===== src/rtl/led_blinker_pkg.sv =====
// ============================================================================
// led_blinker_pkg : shared types for the multi-channel LED blinker
// Revision 1.0 - initial release
// ============================================================================
`default_nettype none

package led_blinker_pkg;

   typedef enum logic [1:0] {
      MODE_OFF   = 2'd0,
      MODE_ON    = 2'd1,
      MODE_BLINK = 2'd2,
      MODE_BURST = 2'd3
   } mode_t;

   typedef enum logic [1:0] {
      ST_OFF   = 2'd0,
      ST_ON    = 2'd1,
      ST_BLINK = 2'd2,
      ST_BURST = 2'd3
   } ch_state_t;

   function automatic int ch_width(input int n);
      return (n > 1) ? $clog2(n) : 1;
   endfunction

endpackage

`default_nettype wire


===== src/rtl/led_blinker_if.sv =====
// ============================================================================
// led_blinker_if : valid/ready configuration port (cfg_duty with LED_BLINKER_PWM_EN)
// Revision 1.0 - initial release
// ============================================================================
`default_nettype none

interface led_blinker_if
   import led_blinker_pkg::*;
#(
   parameter int NUM_CH   = 4,
   parameter int PERIOD_W = 16,
   parameter int COUNT_W  = 8,
   parameter int PWM_W    = 4
) ();

   localparam int CH_W = ch_width(NUM_CH);

   logic                cfg_valid;
   logic                cfg_ready;
   logic [CH_W-1:0]     cfg_ch;
   mode_t               cfg_mode;
   logic [PERIOD_W-1:0] cfg_half_period;
   logic [COUNT_W-1:0]  cfg_count;
`ifdef LED_BLINKER_PWM_EN
   logic [PWM_W-1:0]    cfg_duty;

   modport master (output cfg_valid, cfg_ch, cfg_mode, cfg_half_period, cfg_count, cfg_duty,
                   input  cfg_ready);
   modport slave  (input  cfg_valid, cfg_ch, cfg_mode, cfg_half_period, cfg_count, cfg_duty,
                   output cfg_ready);
`else
   modport master (output cfg_valid, cfg_ch, cfg_mode, cfg_half_period, cfg_count,
                   input  cfg_ready);
   modport slave  (input  cfg_valid, cfg_ch, cfg_mode, cfg_half_period, cfg_count,
                   output cfg_ready);
`endif

endinterface

`default_nettype wire


===== src/rtl/led_blinker_ch.sv =====
// ============================================================================
// led_blinker_ch : one LED channel (off/on/blink/burst), duty gating with LED_BLINKER_PWM_EN
// Revision 1.0 - initial release
// ============================================================================
`default_nettype none

module led_blinker_ch
   import led_blinker_pkg::*;
#(
   parameter int PERIOD_W = 16,
   parameter int COUNT_W  = 8
`ifdef LED_BLINKER_PWM_EN
   ,
   parameter int PWM_W    = 4
`endif
) (
   input  wire logic                clk,
   input  wire logic                rst_n,
   input  wire logic                i_load,
   input  wire logic                i_tick,
   input  wire mode_t               i_mode,
   input  wire logic [PERIOD_W-1:0] i_half_period,
   input  wire logic [COUNT_W-1:0]  i_count,
`ifdef LED_BLINKER_PWM_EN
   input  wire logic [PWM_W-1:0]    i_duty,
   input  wire logic [PWM_W-1:0]    i_pwm_cnt,
`endif
   output logic                     o_led,
   output logic                     o_busy,
   output logic                     o_done
);

   ch_state_t           r_state,     w_state_nxt;
   logic [PERIOD_W-1:0] r_phase,     w_phase_nxt;
   logic [PERIOD_W-1:0] r_hp,        w_hp_nxt;
   logic [COUNT_W-1:0]  r_remaining, w_remaining_nxt;
   logic                r_lit,       w_lit_nxt;
   logic                r_done,      w_done_nxt;
   logic                w_wrap;

   always_ff @(posedge clk or negedge rst_n) begin
      if (!rst_n) begin
         r_state     <= ST_OFF;
         r_phase     <= '0;
         r_hp        <= PERIOD_W'(1);
         r_remaining <= '0;
         r_lit       <= 1'b0;
         r_done      <= 1'b0;
      end else begin
         r_state     <= w_state_nxt;
         r_phase     <= w_phase_nxt;
         r_hp        <= w_hp_nxt;
         r_remaining <= w_remaining_nxt;
         r_lit       <= w_lit_nxt;
         r_done      <= w_done_nxt;
      end
   end

   assign w_wrap = (r_phase == (r_hp - PERIOD_W'(1)));

   // A load takes priority over a coincident tick, so the tick is dropped here.
   always_comb begin
      w_state_nxt     = r_state;
      w_phase_nxt     = r_phase;
      w_hp_nxt        = r_hp;
      w_remaining_nxt = r_remaining;
      w_lit_nxt       = r_lit;
      w_done_nxt      = 1'b0;
      if (i_load) begin
         w_phase_nxt     = '0;
         w_hp_nxt        = (i_half_period == '0) ? PERIOD_W'(1) : i_half_period;
         w_remaining_nxt = i_count;
         case (i_mode)
            MODE_OFF: begin
               w_state_nxt = ST_OFF;
               w_lit_nxt   = 1'b0;
            end
            MODE_ON: begin
               w_state_nxt = ST_ON;
               w_lit_nxt   = 1'b1;
            end
            MODE_BLINK: begin
               w_state_nxt = ST_BLINK;
               w_lit_nxt   = 1'b1;
            end
            default: begin
               if (i_count == '0) begin
                  w_state_nxt = ST_OFF;
                  w_lit_nxt   = 1'b0;
                  w_done_nxt  = 1'b1;
               end else begin
                  w_state_nxt = ST_BURST;
                  w_lit_nxt   = 1'b1;
               end
            end
         endcase
      end else if (i_tick && (r_state == ST_BLINK || r_state == ST_BURST)) begin
         if (w_wrap) begin
            w_phase_nxt = '0;
            w_lit_nxt   = ~r_lit;
            if (r_state == ST_BURST && r_lit) begin
               w_remaining_nxt = r_remaining - COUNT_W'(1);
               if (r_remaining == COUNT_W'(1)) begin
                  w_state_nxt = ST_OFF;
                  w_lit_nxt   = 1'b0;
                  w_done_nxt  = 1'b1;
               end
            end
         end else begin
            w_phase_nxt = r_phase + PERIOD_W'(1);
         end
      end
   end

   assign o_busy = (r_state == ST_BURST);
   assign o_done = r_done;

`ifdef LED_BLINKER_PWM_EN
   logic [PWM_W-1:0] r_duty;

   always_ff @(posedge clk or negedge rst_n) begin
      if (!rst_n)
         r_duty <= '0;
      else if (i_load)
         r_duty <= i_duty;
   end

   assign o_led = r_lit && ((r_duty == '1) || (i_pwm_cnt < r_duty));
`else
   assign o_led = r_lit;
`endif

endmodule

`default_nettype wire


===== src/rtl/led_blinker_array.sv =====
// ============================================================================
// led_blinker_array : NUM_CH LED blinkers sharing one prescaler tick
// Optional PWM dimming via LED_BLINKER_PWM_EN.  Revision 1.0 - initial release
// ============================================================================
`default_nettype none

module led_blinker_array
   import led_blinker_pkg::*;
#(
   parameter int CLK_HZ   = 100_000_000,
   parameter int TICK_HZ  = 1_000,
   parameter int NUM_CH   = 4,
   parameter int PERIOD_W = 16,
   parameter int COUNT_W  = 8,
   parameter int PWM_W    = 4
) (
   input  wire logic               clk,
   input  wire logic               rst_n,
   led_blinker_if.slave            cfg,
   output logic [NUM_CH-1:0]       led,
   output logic [NUM_CH-1:0]       busy,
   output logic [NUM_CH-1:0]       done
);

   localparam int                 c_DIV     = CLK_HZ / TICK_HZ;
   localparam int                 c_PRE_W   = (c_DIV > 1) ? $clog2(c_DIV) : 1;
   localparam logic [c_PRE_W-1:0] c_PRE_MAX = c_PRE_W'(c_DIV - 1);
   localparam int                 c_CH_W    = ch_width(NUM_CH);

   if (c_DIV < 2 || NUM_CH < 1 || PWM_W < 1) begin : g_bad_cfg
      $error("led_blinker_array: unsupported parameter set");
   end

   logic [c_PRE_W-1:0] r_presc;
   logic               r_ready;
   logic               w_tick;
   logic               w_xfer;

   always_ff @(posedge clk or negedge rst_n) begin
      if (!rst_n) begin
         r_presc <= '0;
         r_ready <= 1'b0;
      end else begin
         r_ready <= 1'b1;
         r_presc <= w_tick ? '0 : r_presc + c_PRE_W'(1);
      end
   end

   assign w_tick        = (r_presc == c_PRE_MAX);
   assign cfg.cfg_ready = r_ready;
   assign w_xfer        = cfg.cfg_valid && r_ready;

`ifdef LED_BLINKER_PWM_EN
   logic [PWM_W-1:0] r_pwm_cnt;

   always_ff @(posedge clk or negedge rst_n) begin
      if (!rst_n)
         r_pwm_cnt <= '0;
      else
         r_pwm_cnt <= r_pwm_cnt + PWM_W'(1);
   end
`endif

   // Out-of-range channel numbers match no instance, so the transfer is dropped.
   for (genvar i = 0; i < NUM_CH; i++) begin : g_ch
      logic w_load;
      assign w_load = w_xfer && (cfg.cfg_ch == c_CH_W'(i));

      led_blinker_ch #(
         .PERIOD_W      (PERIOD_W),
         .COUNT_W       (COUNT_W)
`ifdef LED_BLINKER_PWM_EN
         ,
         .PWM_W         (PWM_W)
`endif
      ) u_ch (
         .clk           (clk),
         .rst_n         (rst_n),
         .i_load        (w_load),
         .i_tick        (w_tick),
         .i_mode        (cfg.cfg_mode),
         .i_half_period (cfg.cfg_half_period),
         .i_count       (cfg.cfg_count),
`ifdef LED_BLINKER_PWM_EN
         .i_duty        (cfg.cfg_duty),
         .i_pwm_cnt     (r_pwm_cnt),
`endif
         .o_led         (led[i]),
         .o_busy        (busy[i]),
         .o_done        (done[i])
      );
   end

endmodule

`default_nettype wire


===== src/flat_wrapper.sv =====
// flat-port wrapper written by rule: the top's interface ports become plain ports
module led_blinker_array_flat import led_blinker_pkg::*;
#(
   parameter int CLK_HZ   = 100_000_000,
   parameter int TICK_HZ  = 1_000,
   parameter int NUM_CH   = 4,
   parameter int PERIOD_W = 16,
   parameter int COUNT_W  = 8,
   parameter int PWM_W    = 4
)
  (clk, rst_n, led, busy, done, cfg_cfg_valid, cfg_cfg_ch, cfg_cfg_mode, cfg_cfg_half_period, cfg_cfg_count, cfg_cfg_ready);
  led_blinker_if #(.NUM_CH(NUM_CH), .PERIOD_W(PERIOD_W), .COUNT_W(COUNT_W), .PWM_W(PWM_W)) cfg_i ();
  input  wire logic clk;
  input  wire logic rst_n;
  output logic [NUM_CH-1:0] led;
  output logic [NUM_CH-1:0] busy;
  output logic [NUM_CH-1:0] done;
  input wire logic [$bits(cfg_i.cfg_valid)-1:0] cfg_cfg_valid;
  input wire logic [$bits(cfg_i.cfg_ch)-1:0] cfg_cfg_ch;
  input wire logic [$bits(cfg_i.cfg_mode)-1:0] cfg_cfg_mode;
  input wire logic [$bits(cfg_i.cfg_half_period)-1:0] cfg_cfg_half_period;
  input wire logic [$bits(cfg_i.cfg_count)-1:0] cfg_cfg_count;
  output wire logic [$bits(cfg_i.cfg_ready)-1:0] cfg_cfg_ready;
  assign cfg_i.cfg_valid = cfg_cfg_valid;
  assign cfg_i.cfg_ch = cfg_cfg_ch;
  assign cfg_i.cfg_mode = cfg_cfg_mode;
  assign cfg_i.cfg_half_period = cfg_cfg_half_period;
  assign cfg_i.cfg_count = cfg_cfg_count;
  assign cfg_cfg_ready = cfg_i.cfg_ready;
  led_blinker_array #(.CLK_HZ(CLK_HZ), .TICK_HZ(TICK_HZ), .NUM_CH(NUM_CH), .PERIOD_W(PERIOD_W), .COUNT_W(COUNT_W), .PWM_W(PWM_W)) u_core (.clk(clk), .rst_n(rst_n), .cfg(cfg_i), .led(led), .busy(busy), .done(done));
endmodule

===== config.mk =====
export PLATFORM = sky130hd
export DESIGN_NAME = led_blinker_array_flat
export DESIGN_NICKNAME = d
export VERILOG_FILES = /design/src/rtl/led_blinker_pkg.sv /design/src/rtl/led_blinker_if.sv /design/src/rtl/led_blinker_ch.sv /design/src/rtl/led_blinker_array.sv /design/src/flat_wrapper.sv
export SDC_FILE = /design/constraint.sdc
export NUM_CORES = 1
export LEC_CHECK = 0
export CAP_MARGIN = 20
export CORE_ASPECT_RATIO = 0.8
export CORE_UTILIZATION = 60
export DETAILED_ROUTE_END_ITERATION = 6
export PLACE_DENSITY = 0.82
export SLEW_MARGIN = 25
export SYNTH_ARGS = -nofsm -noshare
export SYNTH_HDL_FRONTEND = slang
export SYNTH_HIERARCHICAL = 1
export SYNTH_SLANG_ARGS = --single-unit

===== constraint.sdc =====
create_clock -name clk -period 5.7 [get_ports clk]
set_input_delay 0.57 -clock clk [delete_from_list [all_inputs] [get_ports clk]]
set_output_delay 0.57 -clock clk [all_outputs]
set_load 0.01 [all_outputs]

### Yosys cells after proc, flatten, opt, wreduce, memory -nomap -nowiden

Cells that the tools add are included.

| cells by class | value |
|---|---|
| $add $sub $neg | 13 |
| mux-type cells | 96 |
| bitwise logic cells | 4 |
| equal/unequal tests | 22 |
| reduce and logical (&&, ||, !) cells | 51 |

Operators with widths:

| kind | number |
|---|---|
| 2-to-1 mux 16 bit | 13 |
| 2-to-1 mux 8 bit | 16 |
| adder 16 x 1 -> 16 bit, second input constant | 4 |
| == test 16 bit | 4 |
| subtractor 16 x 1 -> 16 bit, second input constant | 4 |
| 2-to-1 mux 1 bit | 43 |
| 2-to-1 mux 2 bit | 21 |
| == test 8 x 1 -> 1 bit, second input constant | 4 |
| nonzero test 2 bit | 16 |
| subtractor 8 x 1 -> 8 bit, second input constant | 4 |
| == test 2 bit, second input constant | 11 |
| adder 17 x 1 -> 17 bit, second input constant | 1 |
| == test 17 bit, second input constant | 1 |
| 2-to-1 mux 17 bit | 1 |
| logical NOT 16 bit | 1 |
| AND reduction 4 bit | 4 |
| logical AND 1 bit | 13 |
| AND reduction 3 bit | 4 |
| logical NOT 8 bit | 1 |
| AND reduction 2 bit | 4 |
| case mux 2 bit (3 select lines) | 1 |
| == test 2 x 1 -> 1 bit, second input constant | 2 |
| logical NOT 2 bit | 2 |
| logical OR 1 bit | 4 |
| other kinds (4) | 7 |

| storage, ports and cells | value |
|---|---|
| flip-flop bits (word level) | 194 |
| output and inout bits | 13 |
| word-level logic and storage cells | 212 |

### Depth between registers and ports, before layout

| logic depth | value |
|---|---|
| word-level depth | 6 |
| depth in mapped cells | 12 |

### Cells and area by module

The synthesis kept the hierarchy.

Modules (own cells, without submodules):

| module | area an instance (um^2) | cells each | instances | sequential area each (um^2) |
|---|---|---|---|---|
| led_blinker_ch (u_core.g_ch[0].u_ch ...) | 2904.0 | 312 | 3 | 1102.3 |
| led_blinker_ch (u_core.g_ch[3].u_ch) | 3060.4 | 358 | 1 | 1102.3 |
| led_blinker_array | 848.3 | 82 | 1 | 450.4 |

### Worst setup path before layout

No wires, ideal clock.

| timing | value |
|---|---|
| path type | register to register |
| start point | register u_core.r_presc[11] |
| end point | register u_core.g_ch[3].u_ch.r_remaining[6] |
| arrival | 3.412 ns |
| path slack | 2.219 ns |
| data required time | 5.631 ns |
| path buffers | 0 |
| cell stages (with the launch flop) | 9 |
| setup time | 0.069 ns |
| period minus slack after synthesis | 3.481 ns |
| cell sequence | dfrtp_1 or4_1 or4_4 nor4_4 nand4_1 or3_1 or3_1 or4_1 nand3_1 |

| on the way | value |
|---|---|
| word-level cells in the longest chain between the ends | 4 |

RTL lines:

| element | line | text |
|---|---|---|
| start, declared | led_blinker_array.sv:34 | `logic [c_PRE_W-1:0] r_presc;` |
| start signal, assigned | led_blinker_array.sv:45 | `r_presc <= w_tick ? '0 : r_presc + c_PRE_W'(1);` |
| == test 17 bit | led_blinker_array.sv:49 | `assign w_tick = (r_presc == c_PRE_MAX);` |
| net u_core.w_tick | led_blinker_array.sv:36 | `logic w_tick;` |
| logical AND 1 bit | led_blinker_ch.sv:97 | `end else if (i_tick && (r_state == ST_BLINK \|\| r_state == ST_BURST)) begin` |
| nonzero test 2 bit (no line) | - |  |
| AND reduction 3 bit (no line) | - |  |
| end signal, assigned | led_blinker_ch.sv:53 | `r_remaining <= w_remaining_nxt;` |
| end, declared | led_blinker_ch.sv:36 | `logic [COUNT_W-1:0] r_remaining, w_remaining_nxt;` |

The timed path passes the listed nets, and every way through them passes these cells.
A chain may end at the register's enable or synchronous reset.

### Worst setup path after layout

| timing | value |
|---|---|
| start point | register u_core.r_presc[11] |
| end point | register u_core.g_ch[3].u_ch.r_done |

| on the way | value |
|---|---|
| word-level cells in the longest chain between the ends | 4 |

RTL lines:

| element | line | text |
|---|---|---|
| == test 17 bit | led_blinker_array.sv:49 |  |
| net u_core.w_tick | led_blinker_array.sv:36 |  |
| logical AND 1 bit | led_blinker_ch.sv:97 |  |
| 2-to-1 mux 1 bit | led_blinker_ch.sv:97 |  |
| 2-to-1 mux 1 bit | led_blinker_ch.sv:69 | `if (i_load) begin` |
| net u_core.g_ch[3].u_ch.w_done_nxt | led_blinker_ch.sv:38 | `logic r_done, w_done_nxt;` |
| end signal, assigned | led_blinker_ch.sv:55 | `r_done <= w_done_nxt;` |
| end, declared | led_blinker_ch.sv:38 |  |

The timed path passes the listed nets, and every way through them passes these cells.

==> results.json <==
{
  "synth_nets": 1440,
  "area_growth_pct": 9.07,
  "drt_iter0_drc": 1042,
  "ys_async_sr_fraction": 1.00,
  "final_cell_mix": "dfrtp_1 (190), nor2_1 (139), nand2_1 (131), xnor2_1 (96), nand3_1 (65)",
  "synth_area_mm2": 0.0126,
  "status": "complete, no violations",
  "hp-class": "in2async",
  "yosysUniqueCellTypes": 77,
  "clockPowerShare": 0.317,
  "power_density_mw_per_mm2": 275,
  "r2r-start": "u_core/r_presc[11]",
  "power_frac_comb": 0.214,
  "drive_gt1_frac": 0.106,
  "cap_violations": 0,
  "drc": 0,
  "hold_viol": 0,
  "fin_crit_sh": 0.707,
  "hpwl_um": 21700,
  "fp.coreArea_mm2": 0.0206,
  "globalRouteTotalUtil": 0.303,
  "grt.overflow.total": 0,
  "power_leakage_nw": 5.49,
  "fmax_ghz": 0.248,
  "fin_cells": 1674,
  "die_h_um": 132,
  "dp.cells": 1641,
  "dieArea_mm2": 0.0216,
  "r2r_cells": 8,
  "clock_path_buffers": 2,
  "tightest_slew_ps": 946,
  "cts_sinks": 194,
  "synth_cells": 1376,
  "cts_hold_buf": 0,
  "start_util": 0.611,
  "ys_ff_latch": 194,
  "ant_nets": 0,
  "design_area_mm2": 0.0138,
  "power.switching_mw": 1.25,
  "start_kind": "flop",
  "swShare": 0.330,
  "crit_arrival_ps": 4360,
  "rsz0062_at_grt": "no",
  "tns_ps": 0,
  "htree_levels": 4,
  "wl_um": 31900,
  "io_pins": 44,
  "intPower_mw": 2.54,
  "drt_first_pass_iters": 5,
  "crit_chain": "or4_1 -> or4_4 -> nor4_4 -> nand4_1 -> or3_1 -> nor3_1 -> nand3_1 -> o41ai_1",
  "relSlewSlack": 0.365,
  "r2r-end": "u_core/g_ch[3].u_ch/o_done",
  "finalMaxSlewViolations": 0,
  "cts_tree": "done",
  "nets": 1455,
  "routedWlPerCell_um": 19.1,
  "layout_commonest_cell": "dfrtp_1",
  "pwr-share-seq": 0.469,
  "die_w_um": 164,
  "reg2reg_slack_ps": 1670,
  "fp-row-count": 47,
  "grt_pass1_vias": 10000,
  "synth_flop_cell": "dfrtp_1",
  "worstPathMaxFanout": 10,
  "fin_total_pwr_mw": 3.79,
  "seq_area_frac_synth": 0.385,
  "cp_slowest_stage_delay_ps": 630,
  "clockRootBuffer": "clkbuf_16",
  "grt_first_pass_wirelength_um": 51500,
  "path_class": "reg2reg",
  "grt_max_degree": 95,
  "io_buffers": 43,
  "yosys_warnings": 6,
  "ir_drop_uv": 255,
  "critical_path_required_ps": 6030,
  "cts_buffers": 17,
  "vias_per_cell": 6.39,
  "dpl_cell_area_mm2": 0.0132,
  "postCtsSetupBuffers": 0,
  "finalSetupViolCount": 0,
  "clk_latency_ps": 440,
  "synth_edf_count": 0,
  "clk_pin_slew_worst_paths_ps": 70,
  "endpoint_kind": "flop",
  "post_cts_resized": 0,
  "routabilityCongestion": 0.935,
  "num_vias": 10700,
  "avgSynthCellArea_um2": 9.17,
  "antenna_found_initial": 0,
  "fin_worst_skew_ps": 11.9,
  "min_period_ps": 4030,
  "cp_slowest_cell": "nor4_4"
}
## synthesized netlist by cell type (all sizes together) (7+ instances only)
library cell | instances | area (µm²)
a21oi | 30 | 150
a31oi | 18 | 113
o31ai | 8 | 60.1
nor2b | 17 | 106
o211ai | 19 | 143
a211oi | 15 | 113
nor2 | 141 | 529
nand4 | 34 | 213
mux2 | 54 | 608
a2111oi | 7 | 136
xor2 | 58 | 508
o21ai | 55 | 275
and3 | 20 | 129
nor3 | 38 | 190
nand2 | 134 | 510
inv | 54 | 203
nor4 | 43 | 393
xnor2 | 96 | 841
or3 | 32 | 205
o32ai | 10 | 87.6
dfrtp | 190 | 4750
nand4b | 11 | 96.3
buf | 25 | 175
clkbuf | 30 | 116
nand3 | 65 | 325
and2 | 9 | 60.1
o22ai | 7 | 62.6
or4 | 26 | 218
ha | 33 | 413
## registers in the layout, indices dropped and copies added (netlist names)
register                      cells
u_core/g_ch.u_ch/o_done           4
u_core/g_ch.u_ch/r_remaining     32
u_core/cfg.cfg_ready              1
u_core/g_ch.u_ch/r_state          8
u_core/g_ch.u_ch/r_hp            64
u_core/g_ch.u_ch/r_phase         64
u_core/g_ch.u_ch/o_led            4
u_core/r_presc                   17
## cell type report
| cell class | count | area (µm²) |
|---|---|---|
| multi-input cells | 1069 | 7270 |
| repair buffers | 51 | 494 |
| fillers | 1613 | 6880 |
| diodes | 1 | 2.50 |
| clock buffers | 19 | 443 |
| well taps | 269 | 337 |
| flip-flops and latches | 194 | 4860 |
| clock inverters | 13 | 140 |
| inverters | 58 | 218 |
## critical path: cells and delay by family (launching register included)
kind / cells / cell delay, ps
AOI/OAI and AO/OA: 1 / 360
DFF: 1 / 440
and+or+nand+nor: 7 / 3130
## power groups by stage
| stage | Clock (mW) | Combinational, mW | Sequential (mW) |
|---|---|---|---|
| 2_1_floorplan | 0 | 0.644 | 1.69 |
| 3_3_place_gp | 0 | 0.763 | 1.79 |
| 3_5_place_dp | 0 | 0.788 | 1.80 |
| 4_1_cts | 1.22 | 0.799 | 1.77 |
| 5_1_grt | 1.28 | 0.887 | 1.80 |
| 6_report | 1.20 | 0.811 | 1.78 |
## kinds of logic after synthesis
kind of cell | Yosys count | share of synthesized area
buf+inv | 113 | 0.0403
fa+ha+maj | 33 | 0.0327
other cells | 1 | 0.000297
mux | 57 | 0.0506
compound gates | 207 | 0.117
simple gates | 617 | 0.267
xor+xnor | 154 | 0.107
flops | 194 | 0.385
## per-layer routing
layer / track usage / up-vias / share of wire
li1: - / 4983 / -
met1: 0.435 / 5178 / 0.45
met2: 0.459 / 463 / 0.46
met3: 0.0638 / 67 / 0.074
met4: 0.0936 / 0 / 0.021
met5: 0 / - / 0
## how the worst max path moves through the flow
stage | from | to | slack [ps]
3_5_place_dp | u_core/r_presc[11] | u_core/g_ch[3].u_ch/o_done | 1800
2_1_floorplan | u_core/r_presc[11] | u_core/g_ch[3].u_ch/r_remaining[6] | 2220
3_3_place_gp | u_core/r_presc[11] | u_core/g_ch[3].u_ch/r_remaining[6] | 1970
6_report | u_core/r_presc[11] | u_core/g_ch[3].u_ch/o_done | 1670
5_1_grt | u_core/r_presc[11] | u_core/g_ch[3].u_ch/o_done | 1440
4_1_cts | u_core/r_presc[11] | u_core/g_ch[3].u_ch/o_done | 1780
## stage by stage
stage | hold WS [ps] | utilization | setup WS, ps
final | 204 | 0.667 | 1670
after global routing | 272 | 0.667 | 1440
after CTS | 236 | 0.667 | 1780
after detailed placement | 482 | 0.639 | 1800
after global placement | 485 | 0.639 | 1970
after floorplan | 274 | - | 2220
(Power assumes the default switching activity.)
